$ cat src/rtl/itoh_tsuji_sequencer.sv
// GF(2^8) Itoh-Tsuji inversion sequencer: a^-1 = a^254 via chain 1-2-3-6-7.
// Drives the beta storage bank write/read selectors and owns the accumulator.
module itoh_tsuji_sequencer #(
    parameter logic [7:0] POLY = 8'h1B
) (
    input  logic       CLK,
    input  logic       RST,
    input  logic       start,
    input  logic [7:0] a,
    output logic       busy,
    output logic       done,
    output logic [7:0] inv,
    output logic [1:0] sel_write,
    output logic [7:0] data_write,
    output logic [1:0] sel_read,
    input  logic [7:0] data_read
);

    typedef enum logic [1:0] {
        IDLE,
        SQR,
        MUL,
        FIN
    } state_t;

    state_t     state;
    logic [7:0] acc;
    logic [1:0] cnt;
    logic [1:0] s;
    logic [7:0] sq;
    logic [7:0] prod;
    logic       last_sq;

    function automatic logic [7:0] gf_mul(input logic [7:0] x, input logic [7:0] y);
        logic [7:0] r;
        logic [7:0] b;
        r = 8'h00;
        b = x;
        for (int i = 0; i < 8; i++) begin
            if (y[i]) r = r ^ b;
            b = b[7] ? ({b[6:0], 1'b0} ^ POLY) : {b[6:0], 1'b0};
        end
        return r;
    endfunction

    assign sq      = gf_mul(acc, acc);
    assign prod    = gf_mul(acc, data_read);
    // step 2 (beta3 -> beta6) needs three squarings, every other step one
    assign last_sq = (s == 2'd2) ? (cnt == 2'd2) : (cnt == 2'd0);

    always_comb begin
        sel_write  = 2'b00;
        data_write = 8'h00;
        if (!RST) begin
            unique case (state)
                IDLE: begin
                    if (start) begin
                        sel_write  = 2'b10;
                        data_write = a;
                    end
                end
                MUL: begin
                    if (s == 2'd1) begin
                        sel_write  = 2'b01;
                        data_write = prod;
                    end
                end
                default: ;
            endcase
        end
    end

    always_ff @(posedge CLK or posedge RST) begin
        if (RST) begin
            state    <= IDLE;
            acc      <= 8'h00;
            cnt      <= 2'd0;
            s        <= 2'd0;
            inv      <= 8'h00;
            busy     <= 1'b0;
            done     <= 1'b0;
            sel_read <= 2'b00;
        end else begin
            done <= 1'b0;
            unique case (state)
                IDLE: begin
                    if (start) begin
                        acc      <= a;
                        busy     <= 1'b1;
                        s        <= 2'd0;
                        cnt      <= 2'd0;
                        sel_read <= 2'b00;
                        state    <= SQR;
                    end
                end
                SQR: begin
                    acc <= sq;
                    cnt <= cnt + 2'd1;
                    if (last_sq) state <= MUL;
                end
                MUL: begin
                    acc <= prod;
                    if (s == 2'd3) begin
                        sel_read <= 2'b00;
                        state    <= FIN;
                    end else begin
                        s        <= s + 2'd1;
                        cnt      <= 2'd0;
                        // step 2 multiplies by beta3, held in slot1
                        sel_read <= (s == 2'd1) ? 2'b01 : 2'b00;
                        state    <= SQR;
                    end
                end
                FIN: begin
                    inv   <= sq;
                    done  <= 1'b1;
                    busy  <= 1'b0;
                    state <= IDLE;
                end
                default: state <= IDLE;
            endcase
        end
    end

endmodule

$ cat config.mk
export PLATFORM = sky130hd
export DESIGN_NAME = itoh_tsuji_sequencer
export DESIGN_NICKNAME = d
export VERILOG_FILES = /design/src/rtl/itoh_tsuji_sequencer.sv
export SDC_FILE = /design/constraint.sdc
export NUM_CORES = 1
export LEC_CHECK = 0
export ABC_AREA = 1
export BUFFER_PORTS_ARGS = -buffer_cell sky130_fd_sc_hd__buf_2
export CAP_MARGIN = 20
export CORE_ASPECT_RATIO = 1.1
export CORE_MARGIN = 5
export CORE_UTILIZATION = 43
export CTS_CLUSTER_DIAMETER = 40
export DETAILED_ROUTE_END_ITERATION = 16
export GPL_TIMING_DRIVEN = 0
export PLACE_DENSITY = 0.58
export SYNTH_ARGS = -nofsm -noshare
export SYNTH_HDL_FRONTEND = slang
export SYNTH_SLANG_ARGS = --single-unit
$ cat constraint.sdc
create_clock -name CLK -period 3.9 [get_ports CLK]
set_clock_uncertainty 0.05 [all_clocks]
set_input_delay 1.17 -clock CLK [delete_from_list [all_inputs] [get_ports CLK]]
set_output_delay 1.17 -clock CLK [all_outputs]
set_load 0.05 [all_outputs]
==> results.sh, run 1 <==
export IMPL_run_status="finished clean"
export IMPL_grt_max_degree=26
export IMPL_netlist_instances=677
export IMPL_antenna_cells=0
export IMPL_worst_slew_pin_transition_ps=931
export IMPL_setup_viol=0
export IMPL_insertion_delay_ps=270
export IMPL_hold_slack_ps=436
export IMPL_clkTransAtPathRegs_ps=90
export IMPL_initial_utilization=0.443
export IMPL_grt_pass1_vias=4088
export IMPL_ys_dominant_reg_cell="sky130_fd_sc_hd__dfrtp_1"
export IMPL_total_count_of_max_transition_violations_in_the_final_report=0
export IMPL_synth_edff_count=0
export IMPL_num_nets_final=785
export IMPL_route_final_wire_length_mm=13.3
export IMPL_fp_row_count=36
export IMPL_antenna_found_initial=0
export IMPL_buffer_ports_inserted=35
export IMPL_worst_hold_path_type="flop to flop"
export IMPL_number_of_design_rule_violations_left_after_detail_routing=0
export IMPL_slowest_delay_ps=210
export IMPL_critical_path_most_common_cell="sky130_fd_sc_hd__buf_4"
export IMPL_synth_yosys_seq_area_share=0.158
export IMPL_postSynthRegisterBits=25
export IMPL_worst_ep_required_time_ps=4010
export IMPL_finalCritPeriodShare=0.989
export IMPL_cts_max_level=1
export IMPL_cp_data_arrival_time_ps=3970
export IMPL_drt_iter0_markers=258
export IMPL_dpl_hpwl_mm=9.97
export IMPL_grt_first_pass_wirelength_mm=21.2
export IMPL_post_place_instance_area_sq_mm=0.00435
export IMPL_timing_slew_headroom=0.380
export IMPL_clock_tree_buffer_depth=2
export IMPL_final_area_sq_mm=0.00520
export IMPL_wl_per_cell_microns=15.3
export IMPL_tns_ps=0
export IMPL_synth_avg_cell_area_sq_um=5.83
export IMPL_overflow=0
export IMPL_synthArstFlopShare=1.00
export IMPL_report_final_hold_viol_count=0
export IMPL_cts_tree="yes"
export IMPL_numCtsBuffers=3
export IMPL_numClockSinks=25
export IMPL_ctsHoldBuffers=0
export IMPL_max_cap_violations=0
export IMPL_proportion_of_layout_cells_with_a_drive_suffix_above_1=0.273
export IMPL_first_pass_iters=5
export IMPL_cpMaxStageDelayCell="sky130_fd_sc_hd__xor2_2"
export IMPL_route_vias_total=4439
export IMPL_design_die_area_sq_mm=0.0112
export IMPL_finalCriticalPeriod_ps=3860
export IMPL_share_of_the_synthesized_area_in_the_top_cell_type=0.259
export IMPL_synth_cell_types=39
export IMPL_synth_largest_area_cell="sky130_fd_sc_hd__nand2_1"
export IMPL_cts_root_buffer_cell="sky130_fd_sc_hd__clkbuf_8"
export IMPL_worstSetupPathType="primary input to flop"
export IMPL_route_detailed_vias_per_inst=5.11
export IMPL_achievable_frequency_ghz=0.259
export IMPL_yosysWarnings=0
export IMPL_worstPathMaxFanout=8
export IMPL_netlist_area_sq_mm=0.00395
export IMPL_die_y_microns=111
export IMPL_place_gp_congestion=0.917
export IMPL_ys_top_cells_by_count="sky130_fd_sc_hd__nand2_1 (272), sky130_fd_sc_hd__nand3_1 (74), sky130_fd_sc_hd__inv_1 (70)"
export IMPL_io_pin_count=41
export IMPL_crit_path_start_kind="primary input"
export IMPL_die_x_microns=101
export IMPL_setup_worst_path_end_class="flop"
export IMPL_syn_nets=706
export IMPL_globalRouteTotalUtil=0.236
export IMPL_rsz0062_at_grt="yes"
export IMPL_synth_most_common_cell="sky130_fd_sc_hd__nand2_1"
export IMPL_antenna_violating_nets_post_route=0
export IMPL_ys_top_cells_by_area="sky130_fd_sc_hd__nand2_1 (26%), sky130_fd_sc_hd__dfrtp_1 (16%), sky130_fd_sc_hd__nand3_1 (9.4%), sky130_fd_sc_hd__xor2_1 (7.8%), sky130_fd_sc_hd__inv_1 (6.7%)"
export IMPL_design_core_area_sq_mm=0.00892
export IMPL_area_growth_synth_to_final_pct=31.6
## logic make-up after synthesis
logic type	after synthesis	share of synthesized area
other	1	0.000950
AO/OA/AOI/OAI	29	0.0415
AND/OR/NAND/NOR	449	0.510
flip-flops	25	0.158
adder cells (fa/ha/maj)	10	0.0317
XOR/XNOR	66	0.150
buffers and inverters	97	0.107
## registers in the layout, summed over array words and instances (netlist names)
name      cells
acc           8
busy          1
cnt           2
done          1
inv           8
s             2
sel_read      1
state         2
## layer usage
| layer | vias to the layer above | global-route usage | part of all wire |
|---|---|---|---|
| li1 | 2251 | - | - |
| met1 | 2011 | 0.316 | 0.43 |
| met2 | 148 | 0.394 | 0.49 |
| met3 | 29 | 0.00946 | 0.046 |
| met4 | 0 | 0.0922 | 0.035 |
| met5 | - | 0 | 0 |
## critical path: cells and delay by family
family	cells	cell delay (ps)
xor gates and xnor gates	2	380
buffers and inverters	14	1720
and+or+nand+nor	10	710
## worst paths after layout
| check | from | to | slack [ps] | cells after the start |
|---|---|---|---|---|
| hold reg to reg | inv[0] | inv[0] | 440 | 2 |
| setup / recovery | data_read[1] | acc[1] | 40 | 26 |
| setup reg to reg | acc[7] | acc[1] | 110 | 27 |
| max in group asynchronous | RST | acc[7] | 2150 | 4 |
| min in group asynchronous | RST | busy | 1270 | 3 |
| hold / removal | inv[0] | inv[0] | 440 | 2 |
## cells in the final DEF (no fill, tap or decap), types with 12 or more instances in the layout
master / n
sky130_fd_sc_hd__nand2_2: 39
sky130_fd_sc_hd__buf_2: 28
sky130_fd_sc_hd__buf_4: 42
sky130_fd_sc_hd__xor2_1: 29
sky130_fd_sc_hd__nor2_1: 51
sky130_fd_sc_hd__inv_1: 67
sky130_fd_sc_hd__dfrtp_1: 24
sky130_fd_sc_hd__buf_6: 12
sky130_fd_sc_hd__xnor2_1: 20
sky130_fd_sc_hd__nand3_1: 63
sky130_fd_sc_hd__nand2_4: 14
sky130_fd_sc_hd__nand2_1: 243
## per-stage QoR
stage | worst slack [ps] | instances | util
finish | 41.5 | 869 | 0.583
global route | -60.0 | 869 | 0.583
CTS | 2.95 | 857 | 0.532
detailed placement | -321 | 826 | 0.487
global placement | -303 | 826 | 0.487
floorplan | -22.0 | 677 | -
## cell type report
| cell class | instances | area [sq um] |
|---|---|---|
| inverter | 74 | 294 |
| tap | 114 | 143 |
| clock inverter | 1 | 5.00 |
| multi-input combinational | 555 | 3330 |
| buffer | 23 | 191 |
| fill | 857 | 3720 |
| clock buffer | 3 | 41.3 |
| sequential | 25 | 627 |
| timing repair buffer | 74 | 562 |
## repair_timing
action | 4_1_cts | 5_1_grt
cloned | 0 | 0
setup endpoints to repair | 8 | 10
pin swaps | 19 | 31
buffers inserted | 27 | 11
resized for setup | 40 | 81
Power of run 1 is left out: the tool's default activity adds up to more than one toggle a clock period on the data nets, which glitch-free logic cannot reach.
==> run 2, diff against run 1 <==
- CORE_MARGIN: 5 -> unset
==> run 2 against run 1 <==
Non-clock buffer count decreased by 13. Core utilization decreased by 1.7 points. Critical path depth decreased by 2. Critical endpoint is now acc[7]. Via count decreased by 1.0%. Global-route usage increased by 5.6 points. Flip-flop and latch count unchanged. First-iteration DRC count decreased by 15%. Routed wire length increased by 2.4%.
==> results.sh, run 2 (synthesis results as in run 1) <==
export IMPL_run_status="finished clean"
export IMPL_worstSetupPathType="primary input to flop"
export IMPL_cts_tree="yes"
export IMPL_fp_row_count=36
export IMPL_numCtsBuffers=3
export IMPL_number_of_design_rule_violations_left_after_detail_routing=0
export IMPL_antenna_violating_nets_post_route=0
export IMPL_finalCritPeriodShare=0.994
export IMPL_largestRegisters="acc (8), inv (8)"
export IMPL_overflow=0
export IMPL_route_detailed_vias_per_inst=5.13
export IMPL_setup_viol=0
export IMPL_worst_hold_path_type="flop to flop"
export IMPL_insertion_delay_ps=270
export IMPL_num_nets_final=773
export IMPL_grt_pass1_vias=4119
export IMPL_worst_ep_required_time_ps=4020
export IMPL_report_final_hold_viol_count=0
export IMPL_mostFrequentLayoutCells="sky130_fd_sc_hd__nand2_1 (240), sky130_fd_sc_hd__inv_1 (68), sky130_fd_sc_hd__nand3_1 (64)"
export IMPL_post_place_instance_area_sq_mm=0.00435
export IMPL_proportion_of_layout_cells_with_a_drive_suffix_above_1=0.257
export IMPL_cts_max_level=1
export IMPL_cts_root_buffer_cell="sky130_fd_sc_hd__clkbuf_8"
export IMPL_final_area_sq_mm=0.00502
export IMPL_most_common_cell_after_layout_fill_and_taps_aside="sky130_fd_sc_hd__nand2_1"
export IMPL_design_die_area_sq_mm=0.00957
export IMPL_place_detailed_instances=826
export IMPL_globalRouteTotalUtil=0.291
export IMPL_die_y_microns=103
export IMPL_timing_slew_headroom=0.352
export IMPL_wl_per_cell_microns=15.9
export IMPL_grt_max_degree=26
export IMPL_rsz0062_at_grt="yes"
export IMPL_tns_ps=0
export IMPL_antenna_found_initial=0
export IMPL_initial_utilization=0.445
export IMPL_setup_worst_path_end_class="flop"
export IMPL_ctsHoldBuffers=0
export IMPL_drt_iter0_markers=219
export IMPL_grt_first_pass_wirelength_mm=21.2
export IMPL_die_x_microns=93.4
export IMPL_place_gp_congestion=0.912
export IMPL_layout_cells_non_filler=857
export IMPL_crit_path_start_kind="primary input"
export IMPL_total_count_of_max_transition_violations_in_the_final_report=0
export IMPL_area_growth_synth_to_final_pct=27.1
export IMPL_dpl_hpwl_mm=10.2
export IMPL_cp_data_arrival_time_ps=4000
export IMPL_buffer_ports_inserted=35
export IMPL_clock_tree_buffer_depth=2
export IMPL_io_pin_count=41
export IMPL_clkTransAtPathRegs_ps=90
export IMPL_worst_slew_pin_transition_ps=972
export IMPL_numClockSinks=25
export IMPL_first_pass_iters=4
export IMPL_achievable_frequency_ghz=0.258
export IMPL_route_final_wire_length_mm=13.6
export IMPL_design_core_area_sq_mm=0.00887
export IMPL_max_cap_violations=0
export IMPL_worstPathMaxFanout=7
export IMPL_final_setup_worst_slack_ps=24.2
export IMPL_place_worst_setup_slack_ps=-375
export IMPL_finalCriticalPeriod_ps=3880
export IMPL_antenna_cells=0
export IMPL_route_vias_total=4393
run 2: cell count changes in the layout (fill, tap and decap cells not counted), sizes merged:
| cell | before | now |
|---|---|---|
| clkinv | 2 | 1 |
| clkbuf | 12 | 11 |
| nand2 | 300 | 301 |
| buf | 88 | 76 |
| clkinvlp | 1 | 2 |
run 2: worst paths after layout:
kind / endpoint / startpoint / slack [ps] / cells after the start
max: acc[7] / data_read[3] / 20 / 24
min: inv[6] / inv[6] / 440 / 2
max reg2reg: acc[7] / acc[7] / 190 / 27
min reg2reg: inv[6] / inv[6] / 440 / 2
max in group asynchronous: acc[7] / RST / 2140 / 4
min in group asynchronous: acc[6] / RST / 1280 / 3
run 2: per-layer routing:
layer	GRT usage	vias up	part of all wire	wire [microns]
met5	0	-	0	0
met1	0.359	1987	0.43	5810
met3	0.0111	45	0.039	537
li1	-	2219	-	-
met4	0.121	0	0.047	647
met2	0.535	142	0.49	6640
run 2: critical path: stages:
cell,delay [ps]
sky130_fd_sc_hd__buf_8,90
sky130_fd_sc_hd__nand2_1,80
sky130_fd_sc_hd__xnor2_2,160
sky130_fd_sc_hd__xnor2_2,160
sky130_fd_sc_hd__or2_4,260
sky130_fd_sc_hd__nand3b_1,100
sky130_fd_sc_hd__nand3b_1,130
sky130_fd_sc_hd__buf_4,160
sky130_fd_sc_hd__buf_4,120
sky130_fd_sc_hd__buf_4,120
sky130_fd_sc_hd__buf_4,120
sky130_fd_sc_hd__buf_4,120
sky130_fd_sc_hd__buf_4,130
sky130_fd_sc_hd__buf_4,120
sky130_fd_sc_hd__buf_4,120
sky130_fd_sc_hd__buf_4,130
sky130_fd_sc_hd__buf_4,120
sky130_fd_sc_hd__buf_4,120
sky130_fd_sc_hd__buf_4,120
sky130_fd_sc_hd__buf_4,120
sky130_fd_sc_hd__nand3_2,60
sky130_fd_sc_hd__nand2_1,50
sky130_fd_sc_hd__nand2_1,60
sky130_fd_sc_hd__nand2_1,50
run 2: cell type report:
type / count / area [sq um]
fill: 924 / 3850
timing repair buffer: 61 / 475
clock inverter: 1 / 7.51
multi-input combinational: 556 / 3240
clock buffer: 3 / 41.3
buffer: 23 / 186
inverter: 74 / 294
sequential: 25 / 627
tap: 114 / 143
run 2: through the flow:
step / hold slack, ps / utilization
finish: 436 / 0.566
global placement: 411 / 0.490
detailed placement: 411 / 0.490
CTS: 436 / 0.524
global route: 444 / 0.566
floorplan: 446 / -
run 2: what timing repair did:
action,CTS,global route
gates resized for setup,40,75
cloned,0,1
setup endpoints to repair,8,9
setup buffers,15,11
pin swaps,15,36
Power of run 2 is left out for the same reason.
==> run 3, diff against run 2 <==
- GPL_TIMING_DRIVEN: 0 -> unset
==> run 3 against run 2 <==
First-iteration DRC count grew 2.7%. Critical path type is now primary input to primary output. Count of clock-buffer cells in the layout is the same. Worst hold slack gained 5.6 ps. Die area is the same. Non-clock buffer count shrank 14. Global-route usage shrank 1.9 points. Flip-flop and latch count is the same. Register-to-register slack gained 1300 ps. Cell count shrank 1.8%. Core utilization shrank 1.7 points. Routed wire length shrank 8.2%. Maximum frequency grew 0.55%.
==> results.sh, run 3 (synthesis results as in run 1) <==
export IMPL_run_status="finished clean"
export IMPL_layout_cells_non_filler=842
export IMPL_antenna_violating_nets_post_route=0
export IMPL_most_common_cell_after_layout_fill_and_taps_aside="sky130_fd_sc_hd__nand2_1"
export IMPL_design_core_area_sq_mm=0.00887
export IMPL_route_vias_total=4289
export IMPL_finalCritPeriodShare=0.988
export IMPL_worst_ep_required_time_ps=2680
export IMPL_register_area_sq_um=627
export IMPL_worstSetupPathType="primary input to primary output"
export IMPL_initial_utilization=0.445
export IMPL_overflow=0
export IMPL_antenna_cells=0
export IMPL_worst_hold_path_type="flop to flop"
export IMPL_fp_row_count=36
export IMPL_route_final_wire_length_mm=12.5
export IMPL_cts_max_level=1
export IMPL_final_setup_worst_slack_ps=45.4
export IMPL_dpl_hpwl_mm=9.97
export IMPL_cpMaxStageDelayCell="sky130_fd_sc_hd__xor2_1"
export IMPL_first_pass_iters=5
export IMPL_place_worst_setup_slack_ps=-135
export IMPL_crit_path_start_kind="primary input"
export IMPL_worstPathBufferInverterCount=2
export IMPL_route_detailed_vias_per_inst=5.09
export IMPL_report_final_hold_viol_count=0
export IMPL_hold_slack_ps=441
export IMPL_grt_pass1_vias=4009
export IMPL_numClockSinks=25
export IMPL_buffer_ports_inserted=39
export IMPL_achievable_frequency_ghz=0.259
export IMPL_worstPathMaxFanout=7
export IMPL_numCtsBuffers=3
export IMPL_worst_slew_pin_transition_ps=997
export IMPL_cts_tree="yes"
export IMPL_clock_tree_buffer_depth=2
export IMPL_insertion_delay_ps=280
export IMPL_largestRegisters="acc (8), inv (8)"
export IMPL_grt_max_degree=26
export IMPL_area_growth_synth_to_final_pct=23.3
export IMPL_max_cap_violations=0
export IMPL_antenna_found_initial=0
export IMPL_drt_iter0_markers=225
export IMPL_wl_per_cell_microns=14.9
export IMPL_cts_root_buffer_cell="sky130_fd_sc_hd__clkbuf_8"
export IMPL_place_gp_congestion=0.893
export IMPL_mostFrequentLayoutCells="sky130_fd_sc_hd__nand2_1 (249), sky130_fd_sc_hd__inv_1 (69), sky130_fd_sc_hd__nand3_1 (69)"
export IMPL_slowest_delay_ps=240
export IMPL_globalRouteTotalUtil=0.272
export IMPL_setup_worst_path_end_class="primary output"
export IMPL_number_of_design_rule_violations_left_after_detail_routing=0
export IMPL_rsz0062_at_grt="yes"
export IMPL_die_y_microns=103
export IMPL_cp_data_arrival_time_ps=2630
export IMPL_setup_viol=0
export IMPL_design_die_area_sq_mm=0.00957
export IMPL_total_count_of_max_transition_violations_in_the_final_report=0
export IMPL_final_fill_count=919
export IMPL_proportion_of_layout_cells_with_a_drive_suffix_above_1=0.234
export IMPL_cpLargestDelayFamily="XOR/XNOR gates"
export IMPL_place_detailed_instances=834
export IMPL_die_x_microns=93.4
export IMPL_finalCriticalPeriod_ps=3850
export IMPL_num_nets_final=758
export IMPL_grt_first_pass_wirelength_mm=20.2
export IMPL_clkTransAtPathRegs_ps=100
export IMPL_path_cells="buf_6, nand2_1, xnor2_2, xnor2_1, xor2_1, xor2_1, a22oi_1, nor2_4, buf_6"
export IMPL_timing_slew_headroom=0.335
export IMPL_total_area_of_multi_input_combinational_cells_sq_mm=0.00324
export IMPL_io_pin_count=41
export IMPL_tns_ps=0
## run 3: changes by cell type in the layout (fill, tap and decap cells not counted), moves of 5 or more
cell,change
sky130_fd_sc_hd__buf_8,-5
sky130_fd_sc_hd__nand2_1,+9
sky130_fd_sc_hd__nand2_2,-10
sky130_fd_sc_hd__nand3_1,+5
sky130_fd_sc_hd__xor2_1,-8
sky130_fd_sc_hd__xor2_2,+8
## run 3: per-layer routing
metal	wire length, microns	global-route usage
met5	0	0
met4	289	0.0840
met3	476	0.0147
met2	6200	0.485
met1	5550	0.355
## run 3: worst paths after layout
check | endpoint | slack (ps) | startpoint | depth (start not counted)
worst min register to register | inv[6] | 440 | inv[6] | 2
worst max-delay path | data_write[0] | 50 | data_read[2] | 9
min in group asynchronous | acc[1] | 1290 | RST | 2
worst max register to register | acc[7] | 1440 | acc[6] | 16
max in group asynchronous | acc[6] | 1850 | RST | 2
worst min-delay path | inv[6] | 440 | inv[6] | 2
## run 3: repair_timing
action	4_1_cts	5_1_grt
pin swaps	10	31
buffers inserted	1	3
endpoints found under the setup margin	8	8
hold buffers	0	0
resized for setup	26	62
## run 3: per-stage QoR
| stage | utilization | area, sq um |
|---|---|---|
| finish | 0.549 | 4870 |
| floorplan | - | 4030 |
| global route | 0.549 | 4870 |
| CTS | 0.516 | 4580 |
| detailed placement | 0.500 | 4440 |
| global placement | 0.500 | 4440 |
## run 3: cell type report
class | count | share of cell area
multi-input combinational | 555 | 0.664
sequential | 25 | 0.129
timing repair buffer | 70 | 0.108
inverter | 74 | 0.0591
tap | 114 | 0.0293
clock buffer | 3 | 0.00848
clock inverter | 1 | 0.00154
## run 3: worst reg2reg max path: stages (launching register included)
cell and delay [ps]:
sky130_fd_sc_hd__dfrtp_2 550, sky130_fd_sc_hd__inv_6 120, sky130_fd_sc_hd__nand2_2 120, sky130_fd_sc_hd__nand2_2 120, sky130_fd_sc_hd__nand2_4 120, sky130_fd_sc_hd__nand2_8 110, sky130_fd_sc_hd__nand2_1 90, sky130_fd_sc_hd__inv_1 50
sky130_fd_sc_hd__or2_4 240, sky130_fd_sc_hd__nand3b_1 100, sky130_fd_sc_hd__nand3b_1 120, sky130_fd_sc_hd__buf_4 150, sky130_fd_sc_hd__buf_4 120, sky130_fd_sc_hd__nand3_1 100, sky130_fd_sc_hd__nand2_1 70, sky130_fd_sc_hd__nand2_1 80
sky130_fd_sc_hd__nand2_1 50
Power of run 3 is left out for the same reason.
